$ cat src/rtl/key_press_ctrl_pkg.sv
// Shared types and helpers for the pushbutton front end.
package key_press_ctrl_pkg;

  // Debounce / hold-classification states of one pushbutton.
  typedef enum logic [2:0] {
    IDLE       = 3'd0,
    PRESS_DB   = 3'd1,
    HELD       = 3'd2,
    LONG_HELD  = 3'd3,
    RELEASE_DB = 3'd4
  } key_state_t;

  // Convenience decode of the debounced "key is down" level.
  function automatic logic key_is_down(input key_state_t s);
    return (s == HELD) || (s == LONG_HELD);
  endfunction

endpackage

$ cat src/rtl/key_press_ctrl_sync_2ff.sv
// Two-flop synchroniser with a parameterised reset value, for KEY/SW inputs.
module key_press_ctrl_sync_2ff #(
  parameter int          WIDTH   = 1,
  parameter logic [WIDTH-1:0] RST_VAL = '0
) (
  input  logic             i_clk,
  input  logic             i_reset,
  input  logic [WIDTH-1:0] i_d,
  output logic [WIDTH-1:0] o_q
);

  logic [WIDTH-1:0] r_meta;
  logic [WIDTH-1:0] r_sync;

  // Two back-to-back flops resolve metastability of the asynchronous input.
  always_ff @(posedge i_clk) begin
    if (i_reset) begin
      r_meta <= RST_VAL;
      r_sync <= RST_VAL;
    end else begin
      r_meta <= i_d;
      r_sync <= r_meta;
    end
  end

  assign o_q = r_sync;

endmodule

$ cat src/rtl/key_press_ctrl.sv
// Pushbutton front end: synchronise, debounce and classify each press as a
// short press (enter on release) or a long press (override at threshold).
//
// state      | meaning
// -----------+-----------------------------------------------------------
// IDLE       | key released and stable
// PRESS_DB   | press seen, waiting for DEBOUNCE_CYCLES stable samples
// HELD       | debounced press, hold time counting toward long press
// LONG_HELD  | long-press threshold reached, override already issued
// RELEASE_DB | release seen, waiting for DEBOUNCE_CYCLES stable samples
module key_press_ctrl
  import key_press_ctrl_pkg::*;
#(
  parameter int CLK_FREQ_HZ       = 50_000_000,
  parameter int DEBOUNCE_CYCLES   = CLK_FREQ_HZ / 100,
  parameter int LONG_PRESS_CYCLES = CLK_FREQ_HZ * 2
) (
  input  logic       clk,
  input  logic       reset,
  input  logic       key_n,
  output logic       enter,
  output logic       override,
  output logic       pressed,
  output logic [2:0] key_state
);

  localparam int DB_W   = $clog2(DEBOUNCE_CYCLES);
  localparam int HOLD_W = $clog2(LONG_PRESS_CYCLES);
  localparam logic [DB_W-1:0]   DB_LAST   = DB_W'(DEBOUNCE_CYCLES - 1);
  localparam logic [HOLD_W-1:0] HOLD_LAST = HOLD_W'(LONG_PRESS_CYCLES - 1);

  logic              w_key_n_sync;
  logic              w_pressed_s;

  key_state_t        r_state,     w_state_nxt;
  logic [DB_W-1:0]   r_db_cnt,    w_db_nxt;
  logic [HOLD_W-1:0] r_hold_cnt,  w_hold_nxt;
  logic              r_long_flag, w_long_nxt;
  logic              r_enter,     w_enter_nxt;
  logic              r_override,  w_override_nxt;

  // Released (1) is the safe reset value of the raw active-low key.
  key_press_ctrl_sync_2ff #(
    .WIDTH   (1),
    .RST_VAL (1'b1)
  ) u_sync_key (
    .i_clk   (clk),
    .i_reset (reset),
    .i_d     (key_n),
    .o_q     (w_key_n_sync)
  );

  assign w_pressed_s = ~w_key_n_sync;

  // State, counters and registered strobes.
  always_ff @(posedge clk) begin
    if (reset) begin
      r_state     <= IDLE;
      r_db_cnt    <= '0;
      r_hold_cnt  <= '0;
      r_long_flag <= 1'b0;
      r_enter     <= 1'b0;
      r_override  <= 1'b0;
    end else begin
      r_state     <= w_state_nxt;
      r_db_cnt    <= w_db_nxt;
      r_hold_cnt  <= w_hold_nxt;
      r_long_flag <= w_long_nxt;
      r_enter     <= w_enter_nxt;
      r_override  <= w_override_nxt;
    end
  end

  // Next-state, counter updates and strobe requests.
  always_comb begin
    w_state_nxt    = r_state;
    w_db_nxt       = r_db_cnt;
    w_hold_nxt     = r_hold_cnt;
    w_long_nxt     = r_long_flag;
    w_enter_nxt    = 1'b0;
    w_override_nxt = 1'b0;

    case (r_state)
      IDLE: begin
        w_db_nxt = '0;
        if (w_pressed_s) w_state_nxt = PRESS_DB;
      end
      PRESS_DB: begin
        if (!w_pressed_s) begin
          w_state_nxt = IDLE;
          w_db_nxt    = '0;
        end else if (r_db_cnt == DB_LAST) begin
          w_state_nxt = HELD;
          w_hold_nxt  = '0;
          w_db_nxt    = '0;
        end else begin
          w_db_nxt = r_db_cnt + DB_W'(1);
        end
      end
      HELD: begin
        // Release is tested first so it wins over a coincident threshold.
        if (!w_pressed_s) begin
          w_state_nxt = RELEASE_DB;
          w_long_nxt  = 1'b0;
          w_db_nxt    = '0;
        end else if (r_hold_cnt == HOLD_LAST) begin
          w_state_nxt    = LONG_HELD;
          w_override_nxt = 1'b1;
        end else begin
          w_hold_nxt = r_hold_cnt + HOLD_W'(1);
        end
      end
      LONG_HELD: begin
        if (!w_pressed_s) begin
          w_state_nxt = RELEASE_DB;
          w_long_nxt  = 1'b1;
          w_db_nxt    = '0;
        end
      end
      RELEASE_DB: begin
        if (w_pressed_s) begin
          w_db_nxt = '0;
        end else if (r_db_cnt == DB_LAST) begin
          w_state_nxt = IDLE;
          w_db_nxt    = '0;
          w_enter_nxt = ~r_long_flag;
        end else begin
          w_db_nxt = r_db_cnt + DB_W'(1);
        end
      end
      default: begin
        w_state_nxt = IDLE;
        w_db_nxt    = '0;
      end
    endcase
  end

  assign enter     = r_enter;
  assign override  = r_override;
  assign pressed   = key_is_down(r_state);
  assign key_state = r_state;

endmodule
$ cat config.mk
export PLATFORM = sky130hd
export DESIGN_NAME = key_press_ctrl
export DESIGN_NICKNAME = d
export VERILOG_FILES = /design/src/rtl/key_press_ctrl_pkg.sv /design/src/rtl/key_press_ctrl_sync_2ff.sv /design/src/rtl/key_press_ctrl.sv
export SDC_FILE = /design/constraint.sdc
export NUM_CORES = 1
export LEC_CHECK = 0
export ABC_AREA = 1
export CAP_MARGIN = 0
export CORE_ASPECT_RATIO = 1.5
export CORE_MARGIN = 1.5
export CORE_UTILIZATION = 50
export CTS_BUF_LIST = sky130_fd_sc_hd__clkbuf_4 sky130_fd_sc_hd__clkbuf_8
export CTS_CLUSTER_SIZE = 28
export DETAILED_ROUTE_END_ITERATION = 8
export PLACE_DENSITY_LB_ADDON = 0.3
export SLEW_MARGIN = 25
export SYNTH_ARGS = -nofsm -noshare
export SYNTH_HDL_FRONTEND = slang
export SYNTH_SLANG_ARGS = --single-unit
$ cat constraint.sdc
create_clock -name clk -period 1.9 [get_ports clk]
set_clock_uncertainty 0.2 [all_clocks]
set_input_delay 0.38 -clock clk [delete_from_list [all_inputs] [get_ports clk]]
set_output_delay 0.38 -clock clk [all_outputs]
set_load 0.005 [all_outputs]
==> impl_results.md <==
- Avg Inst Size Synth: 6.317 um2
- Clock root buffer: clkbuf_8
- Largest net degree at the start of global routing: 37
- Design Area, Final: 0.004173 mm2
- Final setup viols: 2
- Hold buffer count at cts: 0
- YS warnings: 0
- Synth area leader: dfxtp_1
- Area after DPL: 0.003550 mm2
- Post-DR wirelength/cell: 14.18 um
- Worst-case clock buffer depth: 2
- Die area: 0.006760 mm2
- Hold worst-path end: u_sync_key.o_q$_SDFF_PP1_
- Maximum clock frequency: 0.5250 GHz
- RSZ-0062 raised after global routing: yes
- Final HPWL DP: 5.864 mm
- Die height: approximately 100 um
- Critical path endpoint category: flop
- Clock Pin Slew Worst Setup and Hold Paths: 0.11 ns
- CTS tree: built
- Synth area leaders: dfxtp_1, nand2_1, nor2_1
- Failing checks: setup timing
- Period minus WS final: 1.905 ns
- Die width: 67.63 um
- H-Tree Depth: 2
- Share of the synthesized area in the top cell type: 0.3450
- CP Max Fanout: 16
- Core ar.: 0.006087 mm2
- Setup TNS: -0.008822 ns
- Via Count: 3458
- Post-synth EDFFs: 0
- HP Class: reg -> reg
- Post-Route WL: approximately 9.0 mm
- Flop pwr share: 0.491
- Total track usage: 0.2422
- Register area: 0.001097 mm2
- Power share of the clock group: 0.284
- Area delta synth->final: 33.19%
- Detailed Routing Iterations Pass 1: 4
- Worst Hold Depth: 1
- Initial antenna violation count: 0
- Static Leak: 1.514 nW
- Clk_lat worst skew: 0.32 ns
- Logic pwr share: 0.225
- Count leader, synth: nand2_1
- First-pass GRT wire length: 12.81 mm
- Residual DRC: 0
- Fill count: 476
- Initial DRC count: 189
- R2R cell count: 10
- Post-synthesis instance area: 0.003133 mm2
- Crit path kind: reg -> reg
- Sw Share: 0.3125
- Outcome: complete, but fails checks
- Critical R2R Capture: r_hold_cnt[2]$_SDFFE_PP0P_
- Worst slew margin relative to its limit: 0.7753
- Grt total ovfl: 0
- Post-Synthesis Cells: between 400 and 500
- Final max-slew violation count: 0
- Arrival time at the worst endpoint: 1.91 ns
- Initial core utilization: 0.5147
- CTS Sinks: 54
- Hold_sp: u_sync_key.r_meta$_SDFF_PP1_
- Crit start category: flop
- R2R Path Start: r_db_cnt[0]$_SDFFE_PP0P_
- Fin. Hold Viols: 0
- FP Rows: 35
- Fraction of layout cells with a size suffix above 1: 0.2929
- MaxCap Viol Count: 0
- Flop2flop setup slack: -0.005 ns
- Internal power: 0.001712 W
- CTS Buf Count: 5
- Post-synthesis sequential area ratio: 0.3450
- Dpl ws: -0.009981 ns
- Cell Pwr Density: 596.7 mW/mm2
- Ys async rst share: 0
- Final net count: 564
- Vias per inst: 5.454
- Worst-margin pin slew: 0.3327 ns
- IO Port Bufs: 8
- Switching Power: 0.0007780 W
- Synth cell types: 37
- Most used flip-flop cell after synthesis: dfxtp_1
- Vias in the first global route: 3037
- Critical Path RT: 1.90 ns
- DRT antenna net count: 0
- Final setup margin: -0.004845 ns
- I/O pin count: 9
- VDD IR max: 0.6328 mV
- Flop and latch count out of synthesis: 54
- ANT cells: 0
- Multi-input gate area: between 0.002 and 0.0025 mm2
- GPL Wtd Cong: approximately 0.93
- Post-synth top cells: nand2_1, nor2_1, dfxtp_1
- Period utilization: 1.003
- Syn nets: 501
placed cells by master (no fill, tap or decap), drive strengths merged, types with 3 or more instances in the layout:
cell           instances
o21ai                  7
nor3                  15
inv                   48
clkinv                 3
nor2                 108
clkbuf                 7
xor2                   6
nand4                 10
a21oi                 30
nor3b                  5
nand2                144
clkdlybuf4s50          6
nand3                 45
dfxtp                 54
buf                   55
sequential cells by signal, summed over array words and instances, names as in the netlist:
| register | count |
|---|---|
| u_sync_key.r_meta | 1 |
| r_db_cnt | 19 |
| r_hold_cnt | 27 |
| r_long_flag | 1 |
| override | 1 |
| key_state | 3 |
| enter | 1 |
| u_sync_key.o_q | 1 |
cell type report:
type / count / area share
tap: 74 / 0.02219
clock inverter: 2 / 0.004198
sequential: 54 / 0.2630
timing repair buffer: 64 / 0.1310
clock buffer: 6 / 0.01979
multi-input combinational: 385 / 0.5145
inverter: 49 / 0.04528
timing repair:
item                       4_1_cts  5_1_grt
setup buffers                    2       11
gates cloned                     0        3
pin swaps                        4       20
resized for setup               10       83
setup endpoints to repair       15       47
cells by family (layout without fill, tap and decap cells):
group / count (synthesis) / count (layout) / synth area share
buffers and inverters: 59 / 121 / 0.08147
adder cells (fa/ha/maj): 2 / 2 / 0.007986
XOR/XNOR: 8 / 8 / 0.02237
AO/OA/AOI/OAI: 43 / 43 / 0.07388
flip-flops: 54 / 54 / 0.3450
AND/OR/NAND/NOR: 330 / 332 / 0.4692
worst max path at each step:
stage	startpoint	endpoint	slack, ns	cells after the start
floorplan	r_hold_cnt[0]$_SDFFE_PP0P_	r_hold_cnt[20]$_SDFFE_PP0P_	0.12	13
global placement	reset	r_hold_cnt[23]$_SDFFE_PP0P_	0.05	6
detailed placement	r_db_cnt[0]$_SDFFE_PP0P_	r_hold_cnt[10]$_SDFFE_PP0P_	-0.01	8
CTS	key_state[2]$_SDFFE_PP0P_	pressed	-0.04	4
global route	r_hold_cnt[0]$_SDFFE_PP0P_	r_hold_cnt[14]$_SDFFE_PP0P_	-0.07	12
finish	r_db_cnt[0]$_SDFFE_PP0P_	r_hold_cnt[2]$_SDFFE_PP0P_	-0.005	10
power groups by stage:
| stage | Clock (W) | Combinational, W | Sequential [W] |
|---|---|---|---|
| after global placement | 0 | 0.000447 | 0.00123 |
| after CTS | 0.000724 | 0.000463 | 0.00121 |
| after global routing | 0.000757 | 0.000619 | 0.00123 |
| after floorplan | 0 | 0.000274 | 0.00123 |
| after detailed placement | 0 | 0.000454 | 0.00123 |
| final | 0.000707 | 0.000559 | 0.00122 |
critical path, stage by stage (launching register included):
cell and delay [ns]:
dfxtp_2 0.38, ha_4 0.14, nand2_2 0.07, nor2_4 0.16
buf_4 0.14, nand4_4 0.11, buf_4 0.19, nand2_2 0.14
inv_4 0.11, nand2_1 0.09, nor2_1 0.04
layer usage:
metal  vias up  track usage  wire (um)
li1       1719            -          -
met4         0       0.1052        376
met2       107       0.4525       4797
met5         -            0          0
met1      1599       0.2595       3500
met3        33      0.03251        317
per-stage QoR:
stage,power [W],util,hold slack [ns],cells
after detailed placement,0.001683,0.5831,0.2067,610
after global routing,0.002603,0.6855,0.2467,634
after global placement,0.001673,0.5831,0.1922,610
after floorplan,0.001506,-,0.1895,496
after CTS,0.002401,0.6066,0.2335,620
final,0.002490,0.6855,0.2312,634
(Power assumes the default switching activity.)
